[config.mk]
export PLATFORM = sky130hd
export DESIGN_NAME = axi2apb_cmd
export DESIGN_NICKNAME = d
export VERILOG_FILES = /design/src/rtl/axi2apb_cmd_pkg.sv /design/src/rtl/axi2apb_cmd_fifo.sv /design/src/rtl/axi2apb_cmd.sv
export SDC_FILE = /design/constraint.sdc
export NUM_CORES = 1
export LEC_CHECK = 0
export BUFFER_PORTS_ARGS = -buffer_cell sky130_fd_sc_hd__buf_2
export CORE_UTILIZATION = 45
export DETAILED_ROUTE_END_ITERATION = 12
export PLACE_DENSITY = 0.73
export SYNTH_ARGS = -nofsm -noshare
export SYNTH_HDL_FRONTEND = slang
export SYNTH_SLANG_ARGS = --single-unit
[constraint.sdc]
create_clock -name clk -period 2.63 [get_ports clk]
set_input_delay 0.263 -clock clk [delete_from_list [all_inputs] [get_ports clk]]
set_output_delay 0.263 -clock clk [all_outputs]
set_load 0.05 [all_outputs]
[src/rtl/axi2apb_cmd_pkg.sv]
// Shared definitions for the AXI-to-APB command stage: command entry layout and
// the rule that flags AXI requests the single-beat APB path cannot serve.
package axi2apb_cmd_pkg;

   localparam logic [1:0] SIZE_WORD = 2'd2;

   // Entry layout, MSB first: {read, err, id, addr}
   function automatic int cmd_w(input int id_bits, input int addr_bits);
      return 2 + id_bits + addr_bits;
   endfunction

   function automatic logic cmd_err_f(input logic [3:0] len,
                                      input logic [1:0] size,
                                      input logic [1:0] addr_lo);
      return (len != 4'd0) | (size != SIZE_WORD) | (addr_lo != 2'd0);
   endfunction

endpackage

[src/rtl/axi2apb_cmd_fifo.sv]
// In-order command FIFO: a push is visible at the head after its edge and a pop exposes the next entry after its edge.
// A push while full and a pop while empty are dropped; full/empty/count come from registers only.
module axi2apb_cmd_fifo #(
   parameter int W     = 8,
   parameter int DEPTH = 2
) (
   input  logic                     clk,
   input  logic                     rst_n,
   input  logic                     push,
   input  logic [W-1:0]             push_dat,
   input  logic                     pop,
   output logic [W-1:0]             head_dat,
   output logic                     full,
   output logic                     empty,
   output logic [$clog2(DEPTH):0]   count
);

   localparam int PW = $clog2(DEPTH);
   localparam logic [PW:0] FULL_CNT = (PW+1)'(DEPTH);

   logic [W-1:0]  mem_q [DEPTH];
   logic [W-1:0]  mem_d [DEPTH];
   logic [PW-1:0] wr_ptr_q, wr_ptr_d;
   logic [PW-1:0] rd_ptr_q, rd_ptr_d;
   logic [PW:0]   count_q, count_d;
   logic          do_push, do_pop;

   always_comb begin
      do_push  = push & ~full;
      do_pop   = pop & ~empty;
      mem_d    = mem_q;
      wr_ptr_d = wr_ptr_q;
      rd_ptr_d = rd_ptr_q;
      count_d  = count_q;
      if (do_push) begin
         mem_d[wr_ptr_q] = push_dat;
         wr_ptr_d        = wr_ptr_q + 1'b1;
      end
      if (do_pop) begin
         rd_ptr_d = rd_ptr_q + 1'b1;
      end
      case ({do_push, do_pop})
         2'b10:   count_d = count_q + 1'b1;
         2'b01:   count_d = count_q - 1'b1;
         default: count_d = count_q;
      endcase
   end

   always_ff @(posedge clk or negedge rst_n) begin
      if (!rst_n) begin
         mem_q    <= '{default: '0};
         wr_ptr_q <= '0;
         rd_ptr_q <= '0;
         count_q  <= '0;
      end else begin
         mem_q    <= mem_d;
         wr_ptr_q <= wr_ptr_d;
         rd_ptr_q <= rd_ptr_d;
         count_q  <= count_d;
      end
   end

   assign head_dat = mem_q[rd_ptr_q];
   assign full     = (count_q == FULL_CNT);
   assign empty    = (count_q == '0);
   assign count    = count_q;

endmodule

[src/rtl/axi2apb_cmd.sv]
// AXI AW/AR round-robin intake feeding the APB command FIFO; a push at edge N shows at the head after edge N.
// Ready depends on registered full only, so a pop never reopens ready in the same cycle.
module axi2apb_cmd
   import axi2apb_cmd_pkg::*;
#(
   parameter int ADDR_BITS = 32,
   parameter int ID_BITS   = 4,
   parameter int DEPTH     = 2
) (
   input  logic                 clk,
   input  logic                 reset,
   input  logic [ID_BITS-1:0]   AWID,
   input  logic [ADDR_BITS-1:0] AWADDR,
   input  logic [3:0]           AWLEN,
   input  logic [1:0]           AWSIZE,
   input  logic                 AWVALID,
   output logic                 AWREADY,
   input  logic [ID_BITS-1:0]   ARID,
   input  logic [ADDR_BITS-1:0] ARADDR,
   input  logic [3:0]           ARLEN,
   input  logic [1:0]           ARSIZE,
   input  logic                 ARVALID,
   output logic                 ARREADY,
   input  logic                 finish_wr,
   input  logic                 finish_rd,
   output logic                 cmd_empty,
   output logic                 cmd_read,
   output logic [ADDR_BITS-1:0] cmd_addr,
   output logic [ID_BITS-1:0]   cmd_id,
   output logic                 cmd_err
);

   localparam int CMD_W = cmd_w(ID_BITS, ADDR_BITS);
   localparam int CNT_W = $clog2(DEPTH) + 1;

   logic             full, empty;
   logic [CNT_W-1:0] count;
   logic             last_read_q, last_read_d;
   logic             aw_push, ar_push, push, pop;
   logic             push_err;
   logic [CMD_W-1:0] push_dat, head_dat;

   // On contention the channel not served last wins; last_read resets to 1 so writes win first.
   always_comb begin
      AWREADY     = reset & ~full & (~ARVALID | last_read_q);
      ARREADY     = reset & ~full & (~AWVALID | ~last_read_q);
      aw_push     = AWVALID & AWREADY;
      ar_push     = ARVALID & ARREADY;
      push        = aw_push | ar_push;
      pop         = finish_wr | finish_rd;
      last_read_d = push ? ar_push : last_read_q;
      if (ar_push) begin
         push_err = cmd_err_f(ARLEN, ARSIZE, ARADDR[1:0]);
         push_dat = {1'b1, push_err, ARID, ARADDR};
      end else begin
         push_err = cmd_err_f(AWLEN, AWSIZE, AWADDR[1:0]);
         push_dat = {1'b0, push_err, AWID, AWADDR};
      end
   end

   always_ff @(posedge clk or negedge reset) begin
      if (!reset) begin
         last_read_q <= 1'b1;
      end else begin
         last_read_q <= last_read_d;
      end
   end

   axi2apb_cmd_fifo #(
      .W     (CMD_W),
      .DEPTH (DEPTH)
   ) u_fifo (
      .clk      (clk),
      .rst_n    (reset),
      .push     (push),
      .push_dat (push_dat),
      .pop      (pop),
      .head_dat (head_dat),
      .full     (full),
      .empty    (empty),
      .count    (count)
   );

   assign cmd_empty = empty;
   assign cmd_read  = head_dat[CMD_W-1];
   assign cmd_err   = head_dat[CMD_W-2];
   assign cmd_id    = head_dat[ADDR_BITS +: ID_BITS];
   assign cmd_addr  = head_dat[ADDR_BITS-1:0];

`ifndef SYNTHESIS
   always @(posedge clk) begin
      if (reset) begin
         assert (!(pop && cmd_empty))
            else $warning("finish while cmd_empty, ignored");
         assert (!(finish_wr && finish_rd))
            else $error("finish_wr and finish_rd in the same cycle");
         assert (!(finish_wr && !cmd_empty && cmd_read))
            else $error("finish_wr while head is a read");
         assert (!(finish_rd && !cmd_empty && !cmd_read))
            else $error("finish_rd while head is a write");
         assert (int'(count) <= DEPTH)
            else $error("command count above DEPTH");
      end
   end
`endif

endmodule

==> reports/summary.json, run 1 <==
{
  "result_of_the_run": "finished clean",
  "area.sequential_mm2": 0.002029,
  "tritoncts_clock_tree": "built",
  "worstPathArrival_ns": 2.04,
  "antennaDiodeCount": 0,
  "setup_tns_ns": 0,
  "worst-r2r-cell-count": 5,
  "vias_per_cell": 5.000,
  "timing.critical_path.to_type": "output pin",
  "netlist_top_cells_area": "sky130_fd_sc_hd__dfrtp_1 (53%), sky130_fd_sc_hd__mux2_2 (12%), sky130_fd_sc_hd__mux2i_1 (9.5%)",
  "worst_hold_path.num_cells": 3,
  "worst_hold_startpoint": "ARID[2]",
  "min_period_over_period_pct": 87.48,
  "share_seq_of_total_power_pct": 33.4,
  "fraction_of_power_spent_switching_nets_pct": 48.71,
  "power.share.clock_pct": 12.9,
  "buffer_ports.inserted": 130,
  "ir_drop_uv": 642.4,
  "pre_cts_ws_ns": 0.6704,
  "grt_antenna_before_repair": 0,
  "layout_overhead_on_the_synthesized_area_pct": 25.09,
  "crit-reg2reg-capture": "u_fifo.mem_q[67]$_DFFE_PN0P_",
  "p_leak_nw": 2.535,
  "hold_viol_final": 0,
  "holdCritPathClass": "in2reg",
  "cts_num_sinks": 81,
  "row_count": 33,
  "fillerInstances": 745,
  "finalWeightedCongestion": 0.7436,
  "timing_worst_setup_path_type": "reg2out",
  "number_of_distinct_standard_cells_referenced_by_the_synthesized_netlist": 22,
  "first_pass_grt_wire_length_um": 13150,
  "power-per-cell-area_mw_per_mm2": 1364,
  "drt_iter0_markers": 95,
  "finalWorstPathRequiredPeriod_ns": 2.301,
  "multi_input_comb_area_mm2": 0.001698,
  "postCtsHoldBufs": 1,
  "fin_ws_ns": 0.3294,
  "die_x_um": 94.02,
  "worst-r2r-setup-slack_ns": 0.73,
  "hold_worst_path_end": "u_fifo.mem_q[72]$_DFFE_PN0P_",
  "detailroute.via_count": 2975,
  "most_common_cell_in_the_synthesized_netlist": "sky130_fd_sc_hd__nand2_1",
  "syn_area_per_cell_um2": 10.58,
  "overflow_left_after_global_routing": 0,
  "cts_root_buf": "sky130_fd_sc_hd__clkbuf_8",
  "critPathLaunchType": "flop",
  "hpwl_after_detailed_placement_um": 5743,
  "cts_resized": 0,
  "cp_cell_sequence": "buf_4, mux2_2, buf_2",
  "wl_um": 8066,
  "pin_count": 131,
  "synth.yosys.warnings": 0,
  "route.detailed.drc": 0,
  "post-synth-top-area-cell": "sky130_fd_sc_hd__dfrtp_1",
  "worst_pin_slew_ns": 0.9976,
  "fmaxAchievable_mhz": 434.7,
  "max_cap_violations": 0,
  "net_count_reported_at_finish": 577,
  "die_y_um": 94.02,
  "clk_transition_reported_paths_ns": 0.07,
  "power.combinational.fraction_pct": 53.6,
  "largest_net_degree_at_the_start_of_global_routing": 80,
  "synth.top_cells.by_count": "sky130_fd_sc_hd__nand2_1 (82), sky130_fd_sc_hd__dfrtp_1 (80), sky130_fd_sc_hd__o21ai_0 (72)",
  "drive_gt1_share_pct": 40.41,
  "initial_core_util_pct": 46.37,
  "grt_setup_unrepaired": "false",
  "required_ns": 2.37,
  "finalClockSkew_ns": 0.01036,
  "crit_fanout": 21,
  "first_global_vias": 2799,
  "clk-insertion-delay-late_ns": 0.34,
  "cell_internal_pwr_mw": 3.334,
  "switchingPower_mw": 3.165,
  "crit_slowest_cell": "sky130_fd_sc_hd__dfrtp_2",
  "synth_top_flop_cell": "sky130_fd_sc_hd__dfrtp_1",
  "netlist.area_leader.share_pct": 52.55,
  "cts.path.max_buffers": 2,
  "detailedRoute.firstPassIterationCount": 4,
  "report.power.total_mw": 6.499,
  "postLayoutCellArea_mm2": 0.004766,
  "syn-cell-area_mm2": 0.003810,
  "ys_ff_latch": 81,
  "setup_viol": 0,
  "asyncSetResetFlopFracSynth_pct": 100.0,
  "total_nets_after_synthesis": 451,
  "synth_edf_count": 0,
  "timing.critical_path.buf_inv": 2,
  "groute.usage.overall_pct": 19.46,
  "cts-buffers-inserted": 9,
  "cpLargestDelayFamily": "flip-flops",
  "syn_inst": 360,
  "cpPeakStageDelay_ns": 0.70,
  "max-slew-margin-rel_pct": 33.46,
  "worstReg2RegStart": "u_fifo.count[0]$_DFFE_PN0P_",
  "core_area_mm2": 0.008217,
  "placed_cell_area_mm2": 0.004579,
  "timing.final.max_slew_violations": 0,
  "drt-wirelength-per-cell_um": 13.56,
  "die_area_mm2": 0.008839,
  "post-cts-setup-buffers": 0,
  "postRouteAntennaNets": 0,
  "h-tree-depth": 3,
  "ys_seq_area_share_pct": 53.23
}
[layout make-up]
| type | count | share of cell area (%) |
|---|---|---|
| Sequential cell | 81 | 42.58 |
| Clock buffer | 11 | 2.757 |
| Tap cell | 105 | 2.757 |
| Inverter | 2 | 0.1575 |
| Multi-Input combinational cell | 253 | 35.63 |
| Timing Repair Buffer | 139 | 15.17 |
| Clock inverter | 4 | 0.9451 |
[state kept, by name, summed over array words and instances (netlist names)]
name             cells
u_fifo.wr_ptr_q      1
u_fifo.rd_ptr_q      1
u_fifo.mem_q        76
u_fifo.count         2
last_read_q          1
[through the flow]
step | hold slack (ns) | std cells | utilization (%)
after floorplan | -0.03259 | 360 | -
after detailed placement | 0.09979 | 579 | 55.73
final | 0.2230 | 595 | 58.00
after CTS | 0.2082 | 595 | 58.00
after global placement | 0.09752 | 579 | 55.73
after global routing | 0.2383 | 595 | 58.00
[worst register-to-register path, delay by kind of cell (launching register included)]
family	cells	cell delay [ns]
AOI/OAI and AO/OA	1	0.12
buffers and inverters	1	0.37
DFF	1	0.42
muxes	1	0.21
and+or+nand+nor	2	0.61
[worst max path at each step]
stage / slack (ns) / from / end / cells past startpoint
after global placement: 0.72 / u_fifo.rd_ptr_q$_DFFE_PN0P_ / cmd_addr[24] / 3
after CTS: 0.28 / u_fifo.rd_ptr_q$_DFFE_PN0P_ / cmd_addr[14] / 3
after floorplan: 0.64 / u_fifo.count[1]$_DFFE_PN0P_ / u_fifo.count[1]$_DFFE_PN0P_ / 5
final: 0.33 / u_fifo.rd_ptr_q$_DFFE_PN0P_ / cmd_addr[14] / 3
after global routing: 0.22 / u_fifo.rd_ptr_q$_DFFE_PN0P_ / cmd_addr[18] / 3
after detailed placement: 0.67 / u_fifo.rd_ptr_q$_DFFE_PN0P_ / cmd_addr[25] / 3
[power groups by stage]
| stage | clock network (mW) | registers, mW | logic, mW |
|---|---|---|---|
| 2_1_floorplan | 0 | 2.04 | 2.87 |
| 5_1_grt | 0.923 | 2.26 | 3.75 |
| 4_1_cts | 0.868 | 2.18 | 3.52 |
| 3_3_place_gp | 0 | 2.18 | 3.43 |
| 3_5_place_dp | 0 | 2.20 | 3.52 |
| 6_report | 0.840 | 2.17 | 3.49 |
[cells by family (layout without fill, tap and decap cells)]
family / after synthesis / count (layout) / share of synthesized area [%]
simple gates: 92 / 92 / 9.951
flops: 81 / 81 / 53.23
compound gates: 79 / 79 / 10.64
mux: 77 / 77 / 21.58
buf+inv: 26 / 156 / 3.350
xor+xnor: 4 / 4 / 0.9197
fa+ha+maj: 1 / 1 / 0.3284
[routing by layer]
metal	share of wire [%]	global-route usage, %	up-vias
li1	-	-	1494
met1	45	24.87	1386
met2	49	31.87	79
met3	4.4	3.722	16
met4	1.8	8.974	0
met5	0	0	-
[cells in the final DEF (no fill, tap or decap), drive strengths merged]
cell type      n
nor4b          2
inv            2
nand4          1
bufinv         1
a21oi          2
nor2           4
buf          138
nand2         82
dfrtp         80
xnor2          2
o21ai         74
ha             1
nand2b         1
dlygate4sd3    1
dfstp          1
o2111ai        2
nor4           2
mux2i         36
clkinv         3
xor2           2
mux2          41
o211ai         1
clkbuf        11
Note: power is estimated with default switching activity, not from simulation.
==> run 2, diff against run 1 <==
--- a/config.mk
+++ b/config.mk
@@ -5,10 +5,10 @@
 export SDC_FILE = /design/constraint.sdc
 export NUM_CORES = 1
 export LEC_CHECK = 0
-export BUFFER_PORTS_ARGS = -buffer_cell sky130_fd_sc_hd__buf_2
 export CORE_UTILIZATION = 45
 export DETAILED_ROUTE_END_ITERATION = 12
-export PLACE_DENSITY = 0.73
+export DONT_BUFFER_PORTS = 1
+export PLACE_DENSITY_LB_ADDON = 0.1
 export SYNTH_ARGS = -nofsm -noshare
 export SYNTH_HDL_FRONTEND = slang
 export SYNTH_SLANG_ARGS = --single-unit
==> run 2 against run 1 <==
Net effect:
- routed wire length is 5.7% lower
- die area stayed put
- sequential share of layout area is 5.4 points higher
- utilization is 6.6 points lower
- power is 2.1% lower
- cell count is 22% lower
- critical endpoint is now u_fifo.mem_q[36]$_DFFE_PN0P_
- largest power group unchanged
- highest routed layer unchanged
==> reports/summary.json, run 2 (synthesized netlist as in run 1, its figures left out) <==
{
  "postCtsHoldBufs": 2,
  "flip_flop_count_of_the_largest_register_after_layout": 76,
  "pin_count": 131,
  "dp_cells": 450,
  "setup_tns_ns": 0,
  "finalNonFillerCells": 467,
  "vias_per_cell": 5.272,
  "min_period_over_period_pct": 79.55,
  "detailroute.via_count": 2462,
  "largest_net_degree_at_the_start_of_global_routing": 82,
  "crit_fanout": 30,
  "layout_overhead_on_the_synthesized_area_pct": 10.90,
  "area.sequential_mm2": 0.002029,
  "finalClockSkew_ns": 0.005612,
  "most-common-layout-cells": "sky130_fd_sc_hd__nand2_1 (82), sky130_fd_sc_hd__dfrtp_1 (79), sky130_fd_sc_hd__o21ai_0 (72), sky130_fd_sc_hd__mux2_2 (41), sky130_fd_sc_hd__mux2i_1 (36)",
  "worst-r2r-cell-count": 4,
  "share_seq_of_total_power_pct": 33.5,
  "layout.cells.most_common": "sky130_fd_sc_hd__nand2_1",
  "clk-insertion-delay-late_ns": 0.34,
  "row_count": 33,
  "first_global_vias": 2296,
  "worst_pin_slew_ns": 1.115,
  "p_leak_nw": 2.052,
  "worstPathArrival_ns": 2.33,
  "first_pass_grt_wire_length_um": 12060,
  "route.detailed.drc": 0,
  "tritoncts_clock_tree": "built",
  "postRouteAntennaNets": 0,
  "cts-buffers-inserted": 9,
  "cell_internal_pwr_mw": 3.288,
  "cts_num_sinks": 81,
  "holdCritPathClass": "in2reg",
  "fillerInstances": 768,
  "cp_cell_sequence": "nand2b_4, nand4_4, mux2_2, mux2_2",
  "power.combinational.fraction_pct": 50.4,
  "setup_viol": 0,
  "power-per-cell-area_mw_per_mm2": 1506,
  "worst_hold_slack_ns": 0.1287,
  "crit_slowest_cell": "sky130_fd_sc_hd__nand4_4",
  "antennaDiodeCount": 0,
  "drive_gt1_share_pct": 19.61,
  "result_of_the_run": "finished clean",
  "grt_setup_unrepaired": "false",
  "switchingPower_mw": 3.074,
  "wl_um": 7609,
  "core_area_mm2": 0.008217,
  "cts.path.max_buffers": 2,
  "initial_core_util_pct": 46.37,
  "grt_antenna_before_repair": 0,
  "drt_iter0_markers": 59,
  "ir_drop_uv": 556.9,
  "buffer_ports.inserted": 0,
  "critPathLaunchType": "flop",
  "finalWorstPathRequiredPeriod_ns": 2.092,
  "die_x_um": 94.02,
  "overflow_left_after_global_routing": 0,
  "multi_input_comb_area_mm2": 0.001698,
  "fmaxAchievable_mhz": 478.0,
  "cts_resized": 0,
  "timing.final.max_slew_violations": 0,
  "cpPeakStageDelay_ns": 0.58,
  "fraction_of_power_spent_switching_nets_pct": 48.31,
  "top_register": "u_fifo.mem_q",
  "timing_worst_setup_path_type": "reg2reg",
  "h-tree-depth": 3,
  "hpwl_after_detailed_placement_um": 4946,
  "finalWeightedCongestion": 0.6993,
  "required_ns": 2.86,
  "clk_transition_reported_paths_ns": 0.08,
  "post-cts-setup-buffers": 0,
  "timing.critical_path.to_type": "flop",
  "worst_hold_path.num_cells": 2,
  "max_cap_violations": 0,
  "critical-path-top-cell-by-count": "sky130_fd_sc_hd__mux2_2",
  "die_area_mm2": 0.008839,
  "die_y_um": 94.02,
  "hold_viol_final": 0,
  "net_count_reported_at_finish": 449,
  "power.share.clock_pct": 16.1,
  "cts_root_buf": "sky130_fd_sc_hd__clkbuf_8",
  "drt-wirelength-per-cell_um": 16.29,
  "max-slew-margin-rel_pct": 25.64,
  "detailedRoute.firstPassIterationCount": 4,
  "groute.usage.overall_pct": 18.34
}
run 2: cell count changes in the layout (fill, tap and decap cells not counted), sizes merged:
cell	change
buf	-128
clkbuf	+2
bufinv	+1
clkinv	-3
run 2: cell type report:
type                            instances  area share [%]
Multi-Input combinational cell        253           40.18
Timing Repair Buffer                   11           3.080
Clock inverter                          2           1.421
Sequential cell                        81           48.03
Inverter                                2          0.1777
Clock buffer                           13           3.998
Tap cell                              105           3.109
run 2: routing by layer:
| metal | track usage [%] | share of wire, % | up-vias |
|---|---|---|---|
| met5 | 0 | 0 | - |
| met4 | 7.308 | 1.6 | 0 |
| met1 | 25.01 | 46 | 1152 |
| met3 | 6.149 | 6.3 | 10 |
| li1 | - | - | 1235 |
| met2 | 26.76 | 47 | 65 |
run 2: path summary, 6_finish.rpt:
path	startpoint	endpoint	slack, ns
setup / recovery	u_fifo.count[0]$_DFFE_PN0P_	u_fifo.mem_q[36]$_DFFE_PN0P_	0.54
hold / removal	ARID[2]	u_fifo.mem_q[34]$_DFFE_PN0P_	0.13
setup reg to reg	u_fifo.count[0]$_DFFE_PN0P_	u_fifo.mem_q[36]$_DFFE_PN0P_	0.54
hold reg to reg	u_fifo.mem_q[17]$_DFFE_PN0P_	u_fifo.mem_q[17]$_DFFE_PN0P_	0.48
max in group asynchronous	reset	last_read_q$_DFFE_PN1N_	1.76
min in group asynchronous	reset	u_fifo.mem_q[9]$_DFFE_PN0P_	0.52
run 2: power groups by stage:
| stage | Clock [mW] | Sequential [mW] | Combinational (mW) |
|---|---|---|---|
| global route | 1.11 | 2.21 | 3.44 |
| detailed placement | 0 | 2.16 | 3.21 |
| finish | 1.02 | 2.13 | 3.21 |
| CTS | 1.06 | 2.14 | 3.25 |
| floorplan | 0 | 2.04 | 2.87 |
| global placement | 0 | 2.14 | 3.18 |
run 2: critical path: cells and delay by family (launching register included):
kind / cells / cell delay, ns
muxes: 2 / 0.78
and+or+nand+nor: 2 / 0.79
DFF: 1 / 0.41
run 2: stage by stage:
stage / total power [mW] / cell area (µm²) / worst slack (ns) / util, %
after floorplan: 4.917 / 3810 / 0.6427 / -
after global placement: 5.323 / 3959 / 0.5421 / 48.18
after detailed placement: 5.375 / 3959 / 0.5087 / 48.18
after CTS: 6.449 / 4225 / 0.4954 / 51.42
after global routing: 6.758 / 4225 / 0.3440 / 51.42
final: 6.362 / 4225 / 0.5378 / 51.42
